--- src/rtl/fx_bus_mux.sv ---
// CPU-side bus multiplexer: latches a slave select, waits for its ready, returns lane-sized read data.
// Optional wait timeout is built only when FX_BUS_TIMEOUT_EN is defined.
module fx_bus_mux #(
  parameter int NSLV   = 5,
  parameter int DW     = 32,
  parameter int TO_CYC = 1023
) (
  input  logic                 CLK,
  input  logic                 RES,
  input  logic                 CE,
  input  logic                 BCYSTn,
  input  logic                 RW,
  input  logic [NSLV-1:0]      SEL,
  input  logic [2*NSLV-1:0]    SLV_W,
  input  logic [NSLV*DW-1:0]   SLV_DO,
  input  logic [NSLV-1:0]      SLV_READYn,
  output logic [DW-1:0]        D_I,
  output logic                 READYn,
  output logic                 BUS_ERR,
  output logic [1:0]           ERR_CODE
);

  localparam int IW = (NSLV > 1) ? $clog2(NSLV) : 1;

  if (NSLV < 1 || NSLV > 8) begin : g_bad_nslv
    $error("fx_bus_mux: NSLV must be 1..8");
  end
  if (DW != 16 && DW != 32) begin : g_bad_dw
    $error("fx_bus_mux: DW must be 16 or 32");
  end
  if (TO_CYC < 1 || TO_CYC > 65535) begin : g_bad_to
    $error("fx_bus_mux: TO_CYC must be 1..65535");
  end

  typedef enum logic [1:0] {IDLE, WAIT, DONE, ERR} state_t;

  state_t          state_q, state_d;
  logic [IW-1:0]   idx_q, idx_d, win_idx;
  logic [1:0]      lane_q, lane_d, win_lane;
  logic            rw_q, rw_d;
  logic [DW-1:0]   d_i_q, d_i_d;
  logic            readyn_q, readyn_d;
  logic            bus_err_q, bus_err_d;
  logic [1:0]      err_code_q, err_code_d;
  logic [DW-1:0]   slv_word, lane_data;
  logic            multi_sel, slv_ready;

`ifdef FX_BUS_TIMEOUT_EN
  localparam int CW = $clog2(TO_CYC + 1);
  logic [CW-1:0]   cnt_q, cnt_d;
`endif

  // Lowest set select bit wins; its lane width is captured alongside the index.
  always_comb begin
    win_idx  = '0;
    win_lane = '0;
    for (int i = NSLV - 1; i >= 0; i--) begin
      if (SEL[i]) begin
        win_idx  = IW'(i);
        win_lane = SLV_W[2*i +: 2];
      end
    end
  end

  assign multi_sel = |(SEL & (SEL - NSLV'(1)));
  assign slv_word  = SLV_DO[int'(idx_q)*DW +: DW];
  assign slv_ready = ~SLV_READYn[idx_q];

  always_comb begin
    lane_data = '0;
    case (lane_q)
      2'b00:   lane_data[7:0]  = slv_word[7:0];
      2'b01:   lane_data[15:0] = slv_word[15:0];
      default: lane_data       = slv_word;
    endcase
  end

  // READYn and BUS_ERR are produced while in DONE/ERR, so they appear one CE edge after the state is entered.
  always_comb begin
    state_d    = state_q;
    idx_d      = idx_q;
    lane_d     = lane_q;
    rw_d       = rw_q;
    d_i_d      = d_i_q;
    readyn_d   = readyn_q;
    bus_err_d  = bus_err_q;
    err_code_d = err_code_q;
`ifdef FX_BUS_TIMEOUT_EN
    cnt_d      = cnt_q;
`endif
    if (CE) begin
      readyn_d  = 1'b1;
      bus_err_d = 1'b0;
      case (state_q)
        IDLE: begin
          if (!BCYSTn) begin
            idx_d  = win_idx;
            lane_d = win_lane;
            rw_d   = RW;
            if (SEL == '0) begin
              state_d    = ERR;
              err_code_d = 2'b01;
            end else begin
              state_d    = WAIT;
              err_code_d = multi_sel ? 2'b11 : 2'b00;
`ifdef FX_BUS_TIMEOUT_EN
              cnt_d      = '0;
`endif
            end
          end
        end
        WAIT: begin
          if (slv_ready) begin
            state_d = DONE;
            if (rw_q) d_i_d = lane_data;
          end
`ifdef FX_BUS_TIMEOUT_EN
          else if (cnt_q == CW'(TO_CYC)) begin
            state_d    = ERR;
            err_code_d = 2'b10;
          end else begin
            cnt_d = cnt_q + CW'(1);
          end
`endif
        end
        DONE: begin
          readyn_d  = 1'b0;
          bus_err_d = (err_code_q == 2'b11);
          state_d   = IDLE;
        end
        ERR: begin
          readyn_d  = 1'b0;
          bus_err_d = 1'b1;
          if (rw_q) d_i_d = '0;
          state_d   = IDLE;
        end
        default: state_d = IDLE;
      endcase
    end
  end

  always_ff @(posedge CLK) begin
    if (RES) begin
      state_q    <= IDLE;
      idx_q      <= '0;
      lane_q     <= '0;
      rw_q       <= 1'b0;
      d_i_q      <= '0;
      readyn_q   <= 1'b1;
      bus_err_q  <= 1'b0;
      err_code_q <= 2'b00;
`ifdef FX_BUS_TIMEOUT_EN
      cnt_q      <= '0;
`endif
    end else begin
      state_q    <= state_d;
      idx_q      <= idx_d;
      lane_q     <= lane_d;
      rw_q       <= rw_d;
      d_i_q      <= d_i_d;
      readyn_q   <= readyn_d;
      bus_err_q  <= bus_err_d;
      err_code_q <= err_code_d;
`ifdef FX_BUS_TIMEOUT_EN
      cnt_q      <= cnt_d;
`endif
    end
  end

  assign D_I      = d_i_q;
  assign READYn   = readyn_q;
  assign BUS_ERR  = bus_err_q;
  assign ERR_CODE = err_code_q;

endmodule

--- config.mk ---
export PLATFORM = sky130hd
export DESIGN_NAME = fx_bus_mux
export DESIGN_NICKNAME = d
export VERILOG_FILES = /design/src/rtl/fx_bus_mux.sv
export SDC_FILE = /design/constraint.sdc
export NUM_CORES = 1
export LEC_CHECK = 0
export BUFFER_PORTS_ARGS = -buffer_cell sky130_fd_sc_hd__buf_2
export CAP_MARGIN = 20
export CORE_MARGIN = 2
export CORE_UTILIZATION = 46
export DETAILED_ROUTE_END_ITERATION = 7
export GPL_TIMING_DRIVEN = 0
export PLACE_DENSITY = 0.9
export SLEW_MARGIN = 20
export SYNTH_ARGS = -nofsm -noshare
export SYNTH_HDL_FRONTEND = slang
export SYNTH_SLANG_ARGS = --single-unit
--- constraint.sdc ---
create_clock -name CLK -period 3 [get_ports CLK]
set_input_delay 0.3 -clock CLK [delete_from_list [all_inputs] [get_ports CLK]]
set_output_delay 0.3 -clock CLK [all_outputs]
set_load 0.02 [all_outputs]
==> results_dict.tcl <==
set metrics [dict create \
    worst-slew-pin-transition_ns 0.552 \
    viasPerCell 5.53 \
    start_util_pct 46.9 \
    clock_sink_count 44 \
    leakage_nw 1.89 \
    post_cts_buffers 0 \
    setup_viol 0 \
    post_cts_resize_count 0 \
    yosys.area.top_type "dfxtp_1" \
    max_slew_violations 0 \
    clock-root-buffer "clkbuf_8" \
    globalRouteMet1Util_pct 35.6 \
    min_delay_path_depth 3 \
    grt_remaining_overflow 0 \
    finalCriticalPeriod_ns 1.75 \
    yosys.area.top_type_share_pct 26.3 \
    post_route_cells_drive_above_1_share_pct 41.0 \
    peakVddDrop_mv 0.166 \
    cts_inserted_buffers 5 \
    die_width_um 89.3 \
    holdCritPathClass "in -> reg" \
    num_antenna_cells 0 \
    synth.lib_cells_used.distinct 44 \
    totalNegativeSetupSlack_ns 0 \
    fillers 640 \
    grt_util_met2_pct 48.2 \
    synth-edff-count 0 \
    io_pins 221 \
    tritoncts "done" \
    dominant_cell_by_count_in_the_synthesized_netlist "o21ai_0" \
    yosysSeqAreaShare_pct 26.3 \
    ys_dominant_reg_cell "dfxtp_1" \
    syn2layout_area_growth_pct 38.6 \
    place_area_um2 4550 \
    grt-busiest-layer "met2" \
    synthArstFlopShare_pct 0 \
    routed_wire_length_per_instance_um 16.5 \
    worstPathRequired_ns 3.18 \
    crit_path_max_fo 10 \
    post_synth_instance_area_um2 3350 \
    via_count_of_the_first_global_routing_pass 3711 \
    hold_buffers 0 \
    detail-route-antenna-nets 0 \
    route.final.wire_length_um 11900 \
    outcome "completed" \
    core.rowCount 31 \
    core-area_um2 7140 \
    synth_nets 582 \
    synth_top_cells_by_count "o21ai_0 (71), mux2i_1 (66), dfxtp_1 (44)" \
    cts_htree_levels 2 \
    avgSynthCellArea_um2 8.43 \
    path_clk_slew_ns 0.08 \
    number_of_antenna_violations_at_the_first_check_in_global_routing 0 \
    firstDrtPassIters 4 \
    synth.ff_latch_count 44 \
    drc 0 \
    maximum_cell_stage_delay_along_the_critical_path_ns 0.33 \
    layout.cell_area.non_filler_um2 4640 \
    critical_path.slowest_cell "dfxtp_1" \
    pwr_density_cell_nw_per_um2 283 \
    clock-skew-final_ns 0.00645 \
    floorplan.die.height_um 89.3 \
    maxClockFrequency_mhz 571 \
    grt_pass1_wl_um 17500 \
    vias 3973 \
    arrival_ns 1.93 \
    hpwl_um 9570 \
    design.final.nets 804 \
    first_iter_violations 158 \
    critical_path_class "reg -> reg" \
    grt_setup_unrepaired "false" \
    grt_use_total_pct 28.1 \
    cp-end-kind "register" \
    hold_viol 0 \
    grt_max_degree 13 \
    crit_chain "buf_6 > mux2i_1 > o22ai_2 > a21oi_2 > buf_2 > o22ai_1" \
    cts.path.max_buffers 2 \
    cell_depth_of_the_worst_flop_to_flop_path 6 \
    max-slew-margin-rel_pct 63.2 \
    die_outline_area_um2 7970 \
    postSynthCellCount 397 \
    synth_area_leaders "dfxtp_1 (26%), mux2i_1 (20%), o21ai_0 (11%), o2bb2ai_1 (7.6%), o32ai_1 (4.2%)" \
    gr-usage-met3_pct 4.71 \
    clk-insertion-delay-late_ns 0.30 \
    start_kind "register" \
    gpl.final_weighted_congestion 0.831 \
    min_period_over_period_pct 58.4 \
    io_buffers 215 \
    cap_viol_max_count 0 \
    synthesis.yosys.warnings 0 \
]
per-stage QoR:
| stage | std cells | setup slack, ns | total power, mW | util, % | hold slack, ns |
|---|---|---|---|---|---|
| 2_1_floorplan | 397 | 1.62 | 0.779 | - | 0.436 |
| 3_3_place_gp | 711 | 1.30 | 0.928 | 63.7 | 0.460 |
| 3_5_place_dp | 711 | 1.27 | 0.938 | 63.7 | 0.466 |
| 4_1_cts | 719 | 1.25 | 1.32 | 65.0 | 0.243 |
| 5_1_grt | 719 | 1.10 | 1.38 | 65.0 | 0.254 |
| 6_report | 719 | 1.25 | 1.31 | 65.0 | 0.250 |
sequential cells by signal, indices dropped and copies added, names as in the netlist:
name	cells
D_I	32
BUS_ERR	1
idx_q	3
ERR_CODE	2
rw_q	1
READYn	1
state_q	2
lane_q	2
worst max-delay path: cells and delay by family, from the launching register on:
kind	cells	cell delay (ns)
DFF	1	0.33
AOI/OAI and AO/OA	3	0.54
muxes	1	0.33
buffers and inverters	2	0.44
area by class of cell:
class                      instances  area [um2]  share of cell area [%]
inverter                          18        67.6                    1.46
buffer                            42         226                    4.89
sequential                        44         881                    19.0
tap                               99         124                    2.67
clock buffer                       8        90.1                    1.94
multi-input combinational        293        2170                    46.8
timing repair buffer             215        1080                    23.2
path summary, 6_finish.rpt:
path / to / from / slack (ns)
worst max-delay path: D_I[27] / idx_q[1] / 1.25
worst min-delay path: rw_q / RW / 0.25
worst max register to register: D_I[27] / idx_q[1] / 1.25
worst min register to register: D_I[15] / D_I[15] / 0.48
kinds of logic after synthesis:
logic type                synth area share (%)
DFF                                       26.3
AOI/OAI and AO/OA                         31.3
buffers and inverters                     8.79
xor gates and xnor gates                 0.524
muxes                                     19.7
and+or+nand+nor                           13.3
power breakdown:
| part | internal, mW | switching, mW | leakage [nW] |
|---|---|---|---|
| combinational | 0.174 | 0.157 | 1.49 |
| clock | 0.188 | 0.194 | 0.0455 |
| sequential | 0.591 | 0.00770 | 0.355 |
layer usage:
layer,wire length [um],up-vias
met5,0,-
met4,186,0
met3,861,22
met2,5900,182
met1,4940,1830
li1,-,1939
layout by cell type (no fill, tap or decap), types with 14 or more instances in the layout:
| cell type | Yosys | final |
|---|---|---|
| buf_2 | 10 | 225 |
| o21ai_0 | 71 | 71 |
| mux2i_1 | 66 | 66 |
| nand2b_1 | 21 | 21 |
| o32ai_1 | 16 | 16 |
| o2bb2ai_1 | 29 | 29 |
| clkbuf_1 | 20 | 22 |
| inv_1 | 18 | 18 |
| dfxtp_1 | 44 | 44 |
| o22ai_1 | 18 | 18 |
| nand2_1 | 14 | 14 |
(Power assumes the default switching activity.)
